<file path="src/rtl/clk_period_mon_pkg.sv">
// clk_period_mon shared types and helpers.
// FSM state encoding and the tolerance check used by every channel.
package clk_period_mon_pkg;

  // Widest supported counter; tolerance math is done one bit wider.
  localparam int MAX_W = 32;

  typedef enum logic {
    ST_ARM  = 1'b0,
    ST_MEAS = 1'b1
  } ch_state_e;

  // |p - e| <= t, computed without wrap on a widened difference.
  function automatic logic in_tol(
    input logic [MAX_W-1:0] p,
    input logic [MAX_W-1:0] e,
    input logic [MAX_W-1:0] t
  );
    logic [MAX_W:0] w_diff;
    if (p >= e) begin
      w_diff = {1'b0, p} - {1'b0, e};
    end else begin
      w_diff = {1'b0, e} - {1'b0, p};
    end
    return w_diff <= {1'b0, t};
  endfunction

endpackage

</file>
<file path="src/rtl/clk_period_mon_ch.sv">
// One clk_period_mon channel: edge detect, period counter, FSM, check.
// Optional min/max tracking is built with CLK_PERIOD_MON_MINMAX_EN.
module clk_period_mon_ch
  import clk_period_mon_pkg::*;
#(
  parameter int CNT_W = 16
) (
  input  logic             clk,
  input  logic             rst_n,
  input  logic             en,
  input  logic             mon_in,
  input  logic [CNT_W-1:0] exp_period,
  input  logic [CNT_W-1:0] tol,
  input  logic             clr_err,
`ifdef CLK_PERIOD_MON_MINMAX_EN
  input  logic             clr_minmax,
  output logic [CNT_W-1:0] min_period,
  output logic [CNT_W-1:0] max_period,
`endif
  output logic             meas_valid,
  output logic [CNT_W-1:0] meas_period,
  output logic             pass,
  output logic             fail,
  output logic             err_sticky
);

  localparam logic [CNT_W-1:0] ALL1 = '1;
  localparam logic [CNT_W-1:0] ONE  = CNT_W'(1);

  ch_state_e        r_state;
  logic [CNT_W-1:0] r_cnt;
  logic             r_mon_q;
  logic             r_valid;
  logic [CNT_W-1:0] r_period;
  logic             r_pass;
  logic             r_fail;
  logic             r_err;

  logic             w_rise;
  logic             w_capture;
  logic             w_timeout;
  logic             w_ok;
  logic             w_fail_set;

  assign w_rise    = mon_in & ~r_mon_q;
  assign w_capture = (r_state == ST_MEAS) && w_rise;
  assign w_timeout = (r_state == ST_MEAS) && !w_rise
                     && (r_cnt == ALL1);

  // Counter value at a rise is the period; limits sampled now.
  assign w_ok = in_tol(MAX_W'(r_cnt),
                       MAX_W'(exp_period),
                       MAX_W'(tol));

  assign w_fail_set = en &&
    (w_timeout || (w_capture && !w_ok));

  // Registered copy of the monitored input, kept live while disabled.
  always_ff @(posedge clk) begin
    if (!rst_n) begin
      r_mon_q <= 1'b0;
    end else begin
      r_mon_q <= mon_in;
    end
  end

  // Channel FSM, period counter and registered result pulses.
  always_ff @(posedge clk) begin
    if (!rst_n) begin
      r_state  <= ST_ARM;
      r_cnt    <= '0;
      r_valid  <= 1'b0;
      r_period <= '0;
      r_pass   <= 1'b0;
      r_fail   <= 1'b0;
    end else begin
      r_valid <= 1'b0;
      r_pass  <= 1'b0;
      r_fail  <= 1'b0;
      if (!en) begin
        r_state <= ST_ARM;
        r_cnt   <= '0;
      end else begin
        case (r_state)
          ST_ARM: begin
            if (w_rise) begin
              r_state <= ST_MEAS;
              r_cnt   <= ONE;
            end
          end
          ST_MEAS: begin
            if (w_rise) begin
              r_cnt    <= ONE;
              r_valid  <= 1'b1;
              r_period <= r_cnt;
              r_pass   <= w_ok;
              r_fail   <= !w_ok;
            end else if (r_cnt == ALL1) begin
              r_state  <= ST_ARM;
              r_cnt    <= '0;
              r_valid  <= 1'b1;
              r_period <= ALL1;
              r_fail   <= 1'b1;
            end else begin
              r_cnt <= r_cnt + ONE;
            end
          end
          default: begin
            r_state <= ST_ARM;
            r_cnt   <= '0;
          end
        endcase
      end
    end
  end

  // Sticky error: a new fail outranks a same-cycle clear.
  always_ff @(posedge clk) begin
    if (!rst_n) begin
      r_err <= 1'b0;
    end else if (w_fail_set) begin
      r_err <= 1'b1;
    end else if (clr_err) begin
      r_err <= 1'b0;
    end
  end

  assign meas_valid  = r_valid;
  assign meas_period = r_period;
  assign pass        = r_pass;
  assign fail        = r_fail;
  assign err_sticky  = r_err;

`ifdef CLK_PERIOD_MON_MINMAX_EN
  logic [CNT_W-1:0] r_min;
  logic [CNT_W-1:0] r_max;
  logic             w_mm_cap;
  logic [CNT_W-1:0] w_min_base;
  logic [CNT_W-1:0] w_max_base;
  logic [CNT_W-1:0] w_min_nxt;
  logic [CNT_W-1:0] w_max_nxt;

  // Timeouts never reach min/max; only real captures do.
  assign w_mm_cap = en && w_capture;

  // Clear first, then fold in any capture from the same cycle.
  always_comb begin
    w_min_base = clr_minmax ? ALL1 : r_min;
    w_max_base = clr_minmax ? '0 : r_max;
    w_min_nxt  = w_min_base;
    w_max_nxt  = w_max_base;
    if (w_mm_cap && (r_cnt < w_min_base)) begin
      w_min_nxt = r_cnt;
    end
    if (w_mm_cap && (r_cnt > w_max_base)) begin
      w_max_nxt = r_cnt;
    end
  end

  // Running extremes of measured periods.
  always_ff @(posedge clk) begin
    if (!rst_n) begin
      r_min <= ALL1;
      r_max <= '0;
    end else begin
      r_min <= w_min_nxt;
      r_max <= w_max_nxt;
    end
  end

  assign min_period = r_min;
  assign max_period = r_max;
`endif

endmodule

</file>
<file path="src/rtl/clk_period_mon.sv">
// clk_period_mon: NCH independent period checkers on one clock.
// Define CLK_PERIOD_MON_MINMAX_EN for min/max period tracking.
module clk_period_mon
  import clk_period_mon_pkg::*;
#(
  parameter int NCH   = 4,
  parameter int CNT_W = 16
) (
  input  logic                 clk,
  input  logic                 rst_n,
  input  logic                 en,
  input  logic [NCH-1:0]       mon_in,
  input  logic [CNT_W-1:0]     exp_period,
  input  logic [CNT_W-1:0]     tol,
  input  logic                 clr_err,
`ifdef CLK_PERIOD_MON_MINMAX_EN
  input  logic                 clr_minmax,
  output logic [NCH*CNT_W-1:0] min_period,
  output logic [NCH*CNT_W-1:0] max_period,
`endif
  output logic [NCH-1:0]       meas_valid,
  output logic [NCH*CNT_W-1:0] meas_period,
  output logic [NCH-1:0]       pass,
  output logic [NCH-1:0]       fail,
  output logic [NCH-1:0]       err_sticky
);

  // Shared controls fan out; per-channel results pack into vectors.
  for (genvar g = 0; g < NCH; g++) begin : g_ch
    clk_period_mon_ch #(
      .CNT_W(CNT_W)
    ) u_ch (
      .clk        (clk),
      .rst_n      (rst_n),
      .en         (en),
      .mon_in     (mon_in[g]),
      .exp_period (exp_period),
      .tol        (tol),
      .clr_err    (clr_err),
`ifdef CLK_PERIOD_MON_MINMAX_EN
      .clr_minmax (clr_minmax),
      .min_period (min_period[g*CNT_W +: CNT_W]),
      .max_period (max_period[g*CNT_W +: CNT_W]),
`endif
      .meas_valid (meas_valid[g]),
      .meas_period(meas_period[g*CNT_W +: CNT_W]),
      .pass       (pass[g]),
      .fail       (fail[g]),
      .err_sticky (err_sticky[g])
    );
  end

endmodule

</file>
<file path="config.mk">
export PLATFORM = sky130hd
export DESIGN_NAME = clk_period_mon
export DESIGN_NICKNAME = d
export VERILOG_FILES = /design/src/rtl/clk_period_mon_pkg.sv /design/src/rtl/clk_period_mon_ch.sv /design/src/rtl/clk_period_mon.sv
export SDC_FILE = /design/constraint.sdc
export NUM_CORES = 1
export LEC_CHECK = 0
export ABC_AREA = 0
export CORE_MARGIN = 3
export CORE_UTILIZATION = 35
export DETAILED_ROUTE_END_ITERATION = 10
export GPL_ROUTABILITY_DRIVEN = 0
export SYNTH_ARGS = -nofsm -noshare
export SYNTH_HDL_FRONTEND = slang
export SYNTH_HIERARCHICAL = 1
export SYNTH_SLANG_ARGS = --single-unit
export TNS_END_PERCENT = 20
</file>
<file path="constraint.sdc">
create_clock -name clk -period 4.6 [get_ports clk]
set_input_delay 0.92 -clock clk [delete_from_list [all_inputs] [get_ports clk]]
set_output_delay 0.92 -clock clk [all_outputs]
set_load 0.03 [all_outputs]
</file>
Yosys cells after proc, flatten, opt, wreduce, memory -nomap -nowiden
Cells that the tools add are included.

storage, ports and cells
  flip-flop bits (word level) = 152
  logic and storage cells = 186
  input port bits = 40

operators by class
  bitwise gates (word level) = 12
  reduce and logical (&&, ||, !) cells = 53
  order comparisons = 8
  add/sub/neg operators = 12
  equality and inequality tests = 8
  muxes and demuxes = 61

operators by type and width
  operator               count
  $mux 16                20
  $sub 16x16->17         8
  $le 33x16->1           4
  $mux 33                4
  $pmux 16 s2            4
  $add 16x1->16 const B  4
  $eq 16x16->1 const B   4
  $ge 16x16->1           4
  $mux 1                 29
  $reduce_and 3->1       8
  $logic_and 1x1->1      20
  $reduce_and 4->1       4
  $reduce_bool 2->1      8
  $logic_not 1->1        8
  $ne 2x1->1 const B     4
  $not 1->1              8
  $pmux 1 s2             4
  $and 1x1->1            4
  $logic_or 1x1->1       4
  $reduce_and 2->1       1

Longest topological paths before layout
  depth in word-level cells = 8
  gate-level depth with buffers = 22
  depth with buffers taken out = 21

Modules after synthesis
Netlist, hierarchy kept.

modules (own cells, without submodules)
  module                                 seq. area each (µm²)  area each (µm²)  cells an instance  instances
  clk_period_mon_ch at g_ch[0].u_ch ...  760.7                 3875.0           510                2
  clk_period_mon_ch at g_ch[1].u_ch      760.7                 3842.4           495                1
  clk_period_mon_ch at g_ch[3].u_ch      760.7                 3631.0           454                1

Least setup slack after synthesis
OpenSTA, ideal clock, no wires.

  kind = input port to flip-flop
  start point = in exp_period[14]
  end point = reg g_ch[3].u_ch.r_err
  setup time = 0.119 ns
  path buffers = 3
  setup slack = -0.157 ns
  stages = 20
  arrival time = 4.638 ns
  cell sequence = inv_1 > ha_1 > buf_6 > a21o_1 > a21o_1 > a211oi_2 > nand3_2 > buf_4 > buf_4 > a31o_2 > xnor2_1 > ha_1 > and4_1 > a221o_1 > a2111oi_0 > o221ai_1 > a21oi_1 > o21ai_1 > and2_1 > o21bai_1

between the ends
  longest elaborated chain between the ends = 8

ends and longest elaborated chain
  item                                          RTL line                  source
  from (decl)                                   clk_period_mon.sv:13      input logic [CNT_W-1:0] exp_period,
  $sub 16x16->17, or another cell as far along  clk_period_mon_pkg.sv:23  w_diff = {1'b0, e} - {1'b0, p};
  $mux 33 (*)                                   clk_period_mon_pkg.sv:20  if (p >= e) begin
  $le 33x16->1 (*)                              clk_period_mon_pkg.sv:25  return w_diff <= {1'b0, t};
  $logic_not 1->1 (*)                           clk_period_mon_ch.sv:56   (w_timeout || (w_capture && !w_ok));
  $logic_and 1x1->1 (*)                         clk_period_mon_ch.sv:56
  $logic_or 1x1->1 (*)                          clk_period_mon_ch.sv:56
  $logic_and 1x1->1 (*)                         clk_period_mon_ch.sv:55   assign w_fail_set = en &&
  $mux 1 or $reduce_bool 2->1 (tied branches)   -
  to (signal assigned)                          clk_period_mon_ch.sv:120  r_err <= 1'b0;
  to (signal assigned)                          clk_period_mon_ch.sv:122  r_err <= 1'b1;
  to (signal assigned)                          clk_period_mon_ch.sv:124  r_err <= 1'b0;
  to (decl)                                     clk_period_mon_ch.sv:37   logic r_err;

Mark *: on every way between the ends. The rest lies on a longest branch, timed or not.
A chain may end at the register's enable or synchronous reset.

Worst setup path in the final report
  start point = in exp_period[3]
  end point = reg g_ch[0].u_ch.r_err

between the ends
  longest elaborated chain between the ends = 8

ends and longest elaborated chain
  item                                          RTL line
  $sub 16x16->17, or another cell as far along  clk_period_mon_pkg.sv:23
  $mux 33 (*)                                   clk_period_mon_pkg.sv:20
  $le 33x16->1 (*)                              clk_period_mon_pkg.sv:25
  $logic_not 1->1 (*)                           clk_period_mon_ch.sv:56
  $logic_and 1x1->1 (*)                         clk_period_mon_ch.sv:56
  $logic_or 1x1->1 (*)                          clk_period_mon_ch.sv:56
  $logic_and 1x1->1 (*)                         clk_period_mon_ch.sv:55
  $mux 1 or $reduce_bool 2->1 (tied branches)   -
  to (signal assigned)                          clk_period_mon_ch.sv:120
  to (signal assigned)                          clk_period_mon_ch.sv:122
  to (signal assigned)                          clk_period_mon_ch.sv:124
  to (decl)                                     clk_period_mon_ch.sv:37

Marked as above.

==> impl_metrics.py <==
metrics = {
    "floorplanning": {
        "design.die.area_sq_um": 46000,
        "die_h_microns": 215,
        "start_util": 0.359,
        "die_w_microns": 215,
        "io_pins": 120,
        "num_rows": 75,
        "core_area_sq_um": 42400,
    },
    "timing": {
        "slew_headroom": 0.231,
        "finalCritPeriodShare": 0.993,
        "slew_violations": 0,
        "fin_skew_ns": 0.00797,
        "timing_hold_violations_final": 0,
        "setup_ws_ns": 0.0320,
        "setup_violations": 0,
        "fmax_mhz": 219,
        "rsz0062_at_grt": "true",
        "fin_crit_ns": 4.57,
        "worst_slew_pin_slew_ns": 1.15,
    },
    "setup_path": {
        "r2r-start": "g_ch[0].u_ch/r_cnt[1]",
        "worstReg2RegEnd": "g_ch[0].u_ch/err_sticky",
        "startpoint_type": "primary input",
        "path_max_fanout": 6,
        "reg2regPathDepth": 17,
        "arrival_ns": 4.87,
        "end_kind": "register",
        "timing.reg2reg.setup_slack_ns": 0.30,
        "worstPathRequired_ns": 4.90,
        "critical_path_class": "primary input to register",
    },
    "synth": {
        "synth_area_leaders": "dfxtp_1, ha_1, inv_1",
        "synth_flop_cell": "dfxtp_1",
        "async_reset_ff_frac": 0,
        "ys_types": 89,
        "synth_cells": 1969,
        "yosysSeqAreaShare": 0.200,
        "synth_top_area_frac": 0.200,
        "syn_nets": 2213,
        "netlist_area_sq_um": 15200,
        "synthTopCellsByCount": "inv_1, ha_1, a21oi_1",
        "yosys.area.top_type": "dfxtp_1",
        "syn_area_per_cell_sq_um": 7.73,
        "synth_seq_cells": 152,
        "synth_edf_count": 0,
        "yosys_warnings": 6,
        "yosysMostFrequentCell": "inv_1",
    },
    "drt": {
        "vias": 16200,
        "postRouteAntennaNets": 0,
        "wire_per_inst_microns": 18.2,
        "drt_iter0_drc": 1426,
        "via_per_inst": 5.36,
        "first_pass_iters": 5,
        "drc": 0,
        "wl_microns": 55000,
    },
    "finish": {
        "syn2layout_area_growth_pct": 40.8,
        "final_nets": 2681,
        "drive_gt1_frac": 0.273,
        "fin_cells": 3028,
    },
    "global_routing": {
        "grt_max_degree": 44,
        "grt_pass1_vias": 16000,
        "grt.total_usage": 0.230,
        "grt_overflow": 0,
        "antenna_found_initial": 1,
        "grt_pass1_wl_microns": 85900,
    },
    "clocking": {
        "cts_hold_buf": 0,
        "clk_latency_ns": 0.44,
        "cts.htree.levels": 4,
        "clock-sinks": 152,
        "cts_tree": "built",
        "root_buffer": "clkbuf_16",
        "clk_path_buf_depth": 2,
        "cts.clk_slew.worst_paths_ns": 0.07,
        "cts_buffers": 17,
    },
    "job": {
        "max-cap-violations": 0,
    },
    "hold_path": {
        "hold_path_end": "g_ch[2].u_ch/err_sticky",
        "hp-start": "g_ch[2].u_ch/err_sticky",
        "hold_path_class": "register to register",
        "whs_path_depth": 2,
    },
    "place": {
        "dp_slack_ns": -1.03,
        "hpwl_microns": 42900,
        "placedCellCount": 2953,
        "io_buffers": 119,
    },
    "pwr": {
        "vdd_drop_max_mv": 0.227,
        "p_per_area_nw_per_um2": 192,
        "p_leak_nw": 9.99,
    },
    "status": {
        "status": "completed",
    },
}
## registers in the layout, indices dropped and copies added (netlist names)
| register | cells |
|---|---|
| g_ch.u_ch/r_mon_q | 4 |
| g_ch.u_ch/pass | 4 |
| g_ch.u_ch/r_state | 4 |
| g_ch.u_ch/err_sticky | 4 |
| g_ch.u_ch/meas_period | 64 |
| g_ch.u_ch/r_cnt | 64 |
| g_ch.u_ch/fail | 4 |
| g_ch.u_ch/meas_valid | 4 |
## placed cells by master (no fill, tap or decap), types with 8 or more instances in the layout
cell | netlist | layout
dfxtp_1 | 152 | 152
o31ai_1 | 9 | 9
a21o_1 | 68 | 68
nand2b_1 | 58 | 58
a31oi_1 | 21 | 18
a311oi_1 | 10 | 10
inv_2 | 0 | 18
o21a_1 | 19 | 17
xor2_1 | 22 | 21
nand2_1 | 139 | 135
o211ai_1 | 11 | 11
inv_1 | 230 | 206
nand2_2 | 5 | 9
o21bai_1 | 15 | 14
o21ai_0 | 84 | 80
ha_4 | 0 | 38
xnor2_1 | 45 | 43
buf_6 | 18 | 21
mux2i_1 | 28 | 26
clkdlybuf4s50_1 | 0 | 102
a21oi_1 | 162 | 151
buf_4 | 27 | 401
o211a_1 | 33 | 33
o311a_1 | 32 | 32
a21oi_2 | 7 | 14
and3_1 | 33 | 32
or3_1 | 10 | 8
nand4_1 | 41 | 41
clkbuf_16 | 0 | 17
nor3_1 | 25 | 24
ha_1 | 196 | 157
nor2_1 | 161 | 156
buf_12 | 0 | 10
and2_1 | 19 | 17
nor2b_1 | 13 | 13
nand3_1 | 57 | 55
a211oi_1 | 20 | 18
## worst max-delay path by stage
stage	from	end	slack (ns)	cells after the start
CTS	exp_period[0]	g_ch[0].u_ch/err_sticky	0.001	20
detailed placement	exp_period[1]	g_ch[2].u_ch/err_sticky	-1.03	18
global placement	exp_period[1]	g_ch[3].u_ch/err_sticky	-0.93	20
finish	exp_period[3]	g_ch[0].u_ch/err_sticky	0.03	21
global route	exp_period[8]	g_ch[3].u_ch/err_sticky	-0.16	21
floorplan	exp_period[14]	g_ch[3].u_ch/err_sticky	0.03	20
## cell families after synthesis
| kind of cell | Yosys count | share of synthesized area |
|---|---|---|
| AO/OA/AOI/OAI | 579 | 0.269 |
| XOR/XNOR | 67 | 0.0385 |
| adder cells (fa/ha/maj) | 204 | 0.172 |
| buffers and inverters | 329 | 0.0980 |
| flip-flops | 152 | 0.200 |
| multiplexers | 34 | 0.0228 |
| AND/OR/NAND/NOR | 604 | 0.200 |
## routing by layer
metal,vias to the layer above,GRT usage,part of all wire
met5,-,0,0
met4,0,0.0998,0.041
met3,106,0.0408,0.067
met2,559,0.356,0.44
met1,7671,0.314,0.46
li1,7892,-,-
## through the flow
stage | total power [mW] | instance area [sq um] | util | TNS (ns) | hold slack, ns
floorplan | 1.99 | 15200 | - | 0 | 0.473
global placement | 2.41 | 19500 | 0.461 | -9.48 | 0.452
detailed placement | 2.43 | 19500 | 0.461 | -10.82 | 0.457
CTS | 4.10 | 21100 | 0.498 | 0 | 0.470
global route | 4.31 | 21400 | 0.505 | -0.693 | 0.497
finish | 4.12 | 21400 | 0.505 | 0 | 0.460
## cell type report
class,count,area (sq um)
Sequential cell,152,3040
Timing Repair Buffer,548,4580
Tap cell,577,722
Fill cell,4050,21000
Clock buffer,18,439
Antenna cell,1,2.50
Multi-Input combinational cell,1488,11500
Inverter,230,878
Clock inverter,14,221
## report_power, final
| group | internal, mW | total, mW | switching (mW) |
|---|---|---|---|
| logic | 0.544 | 1.18 | 0.638 |
| clock network | 0.981 | 1.60 | 0.615 |
| registers | 1.33 | 1.35 | 0.0128 |
## critical path, cell delays in order
cell and delay [ns]:
buf_6 0.09, buf_8 0.13, buf_6 0.11, buf_4 0.12, ha_1 0.20, a21o_1 0.15, a21o_1 0.20, or4b_4 0.50
a21oi_1 0.15, nand2_1 0.08, and2_4 0.17, a221oi_4 0.32, ha_4 0.25, nand2_2 0.07, a2bb2oi_1 0.18, a21oi_1 0.11
or4b_1 0.47, a31oi_1 0.18, buf_4 0.17, a31oi_4 0.09, o21bai_1 0.18
## timing repair
| item | in CTS | in global routing |
|---|---|---|
| pin swaps | 75 | 47 |
| gates resized for setup | 161 | 82 |
| endpoints found under the setup margin | 12 | 12 |
| buffers inserted | 30 | 13 |
| gates cloned | 0 | 0 |
Note: power is estimated with default switching activity, not from simulation.
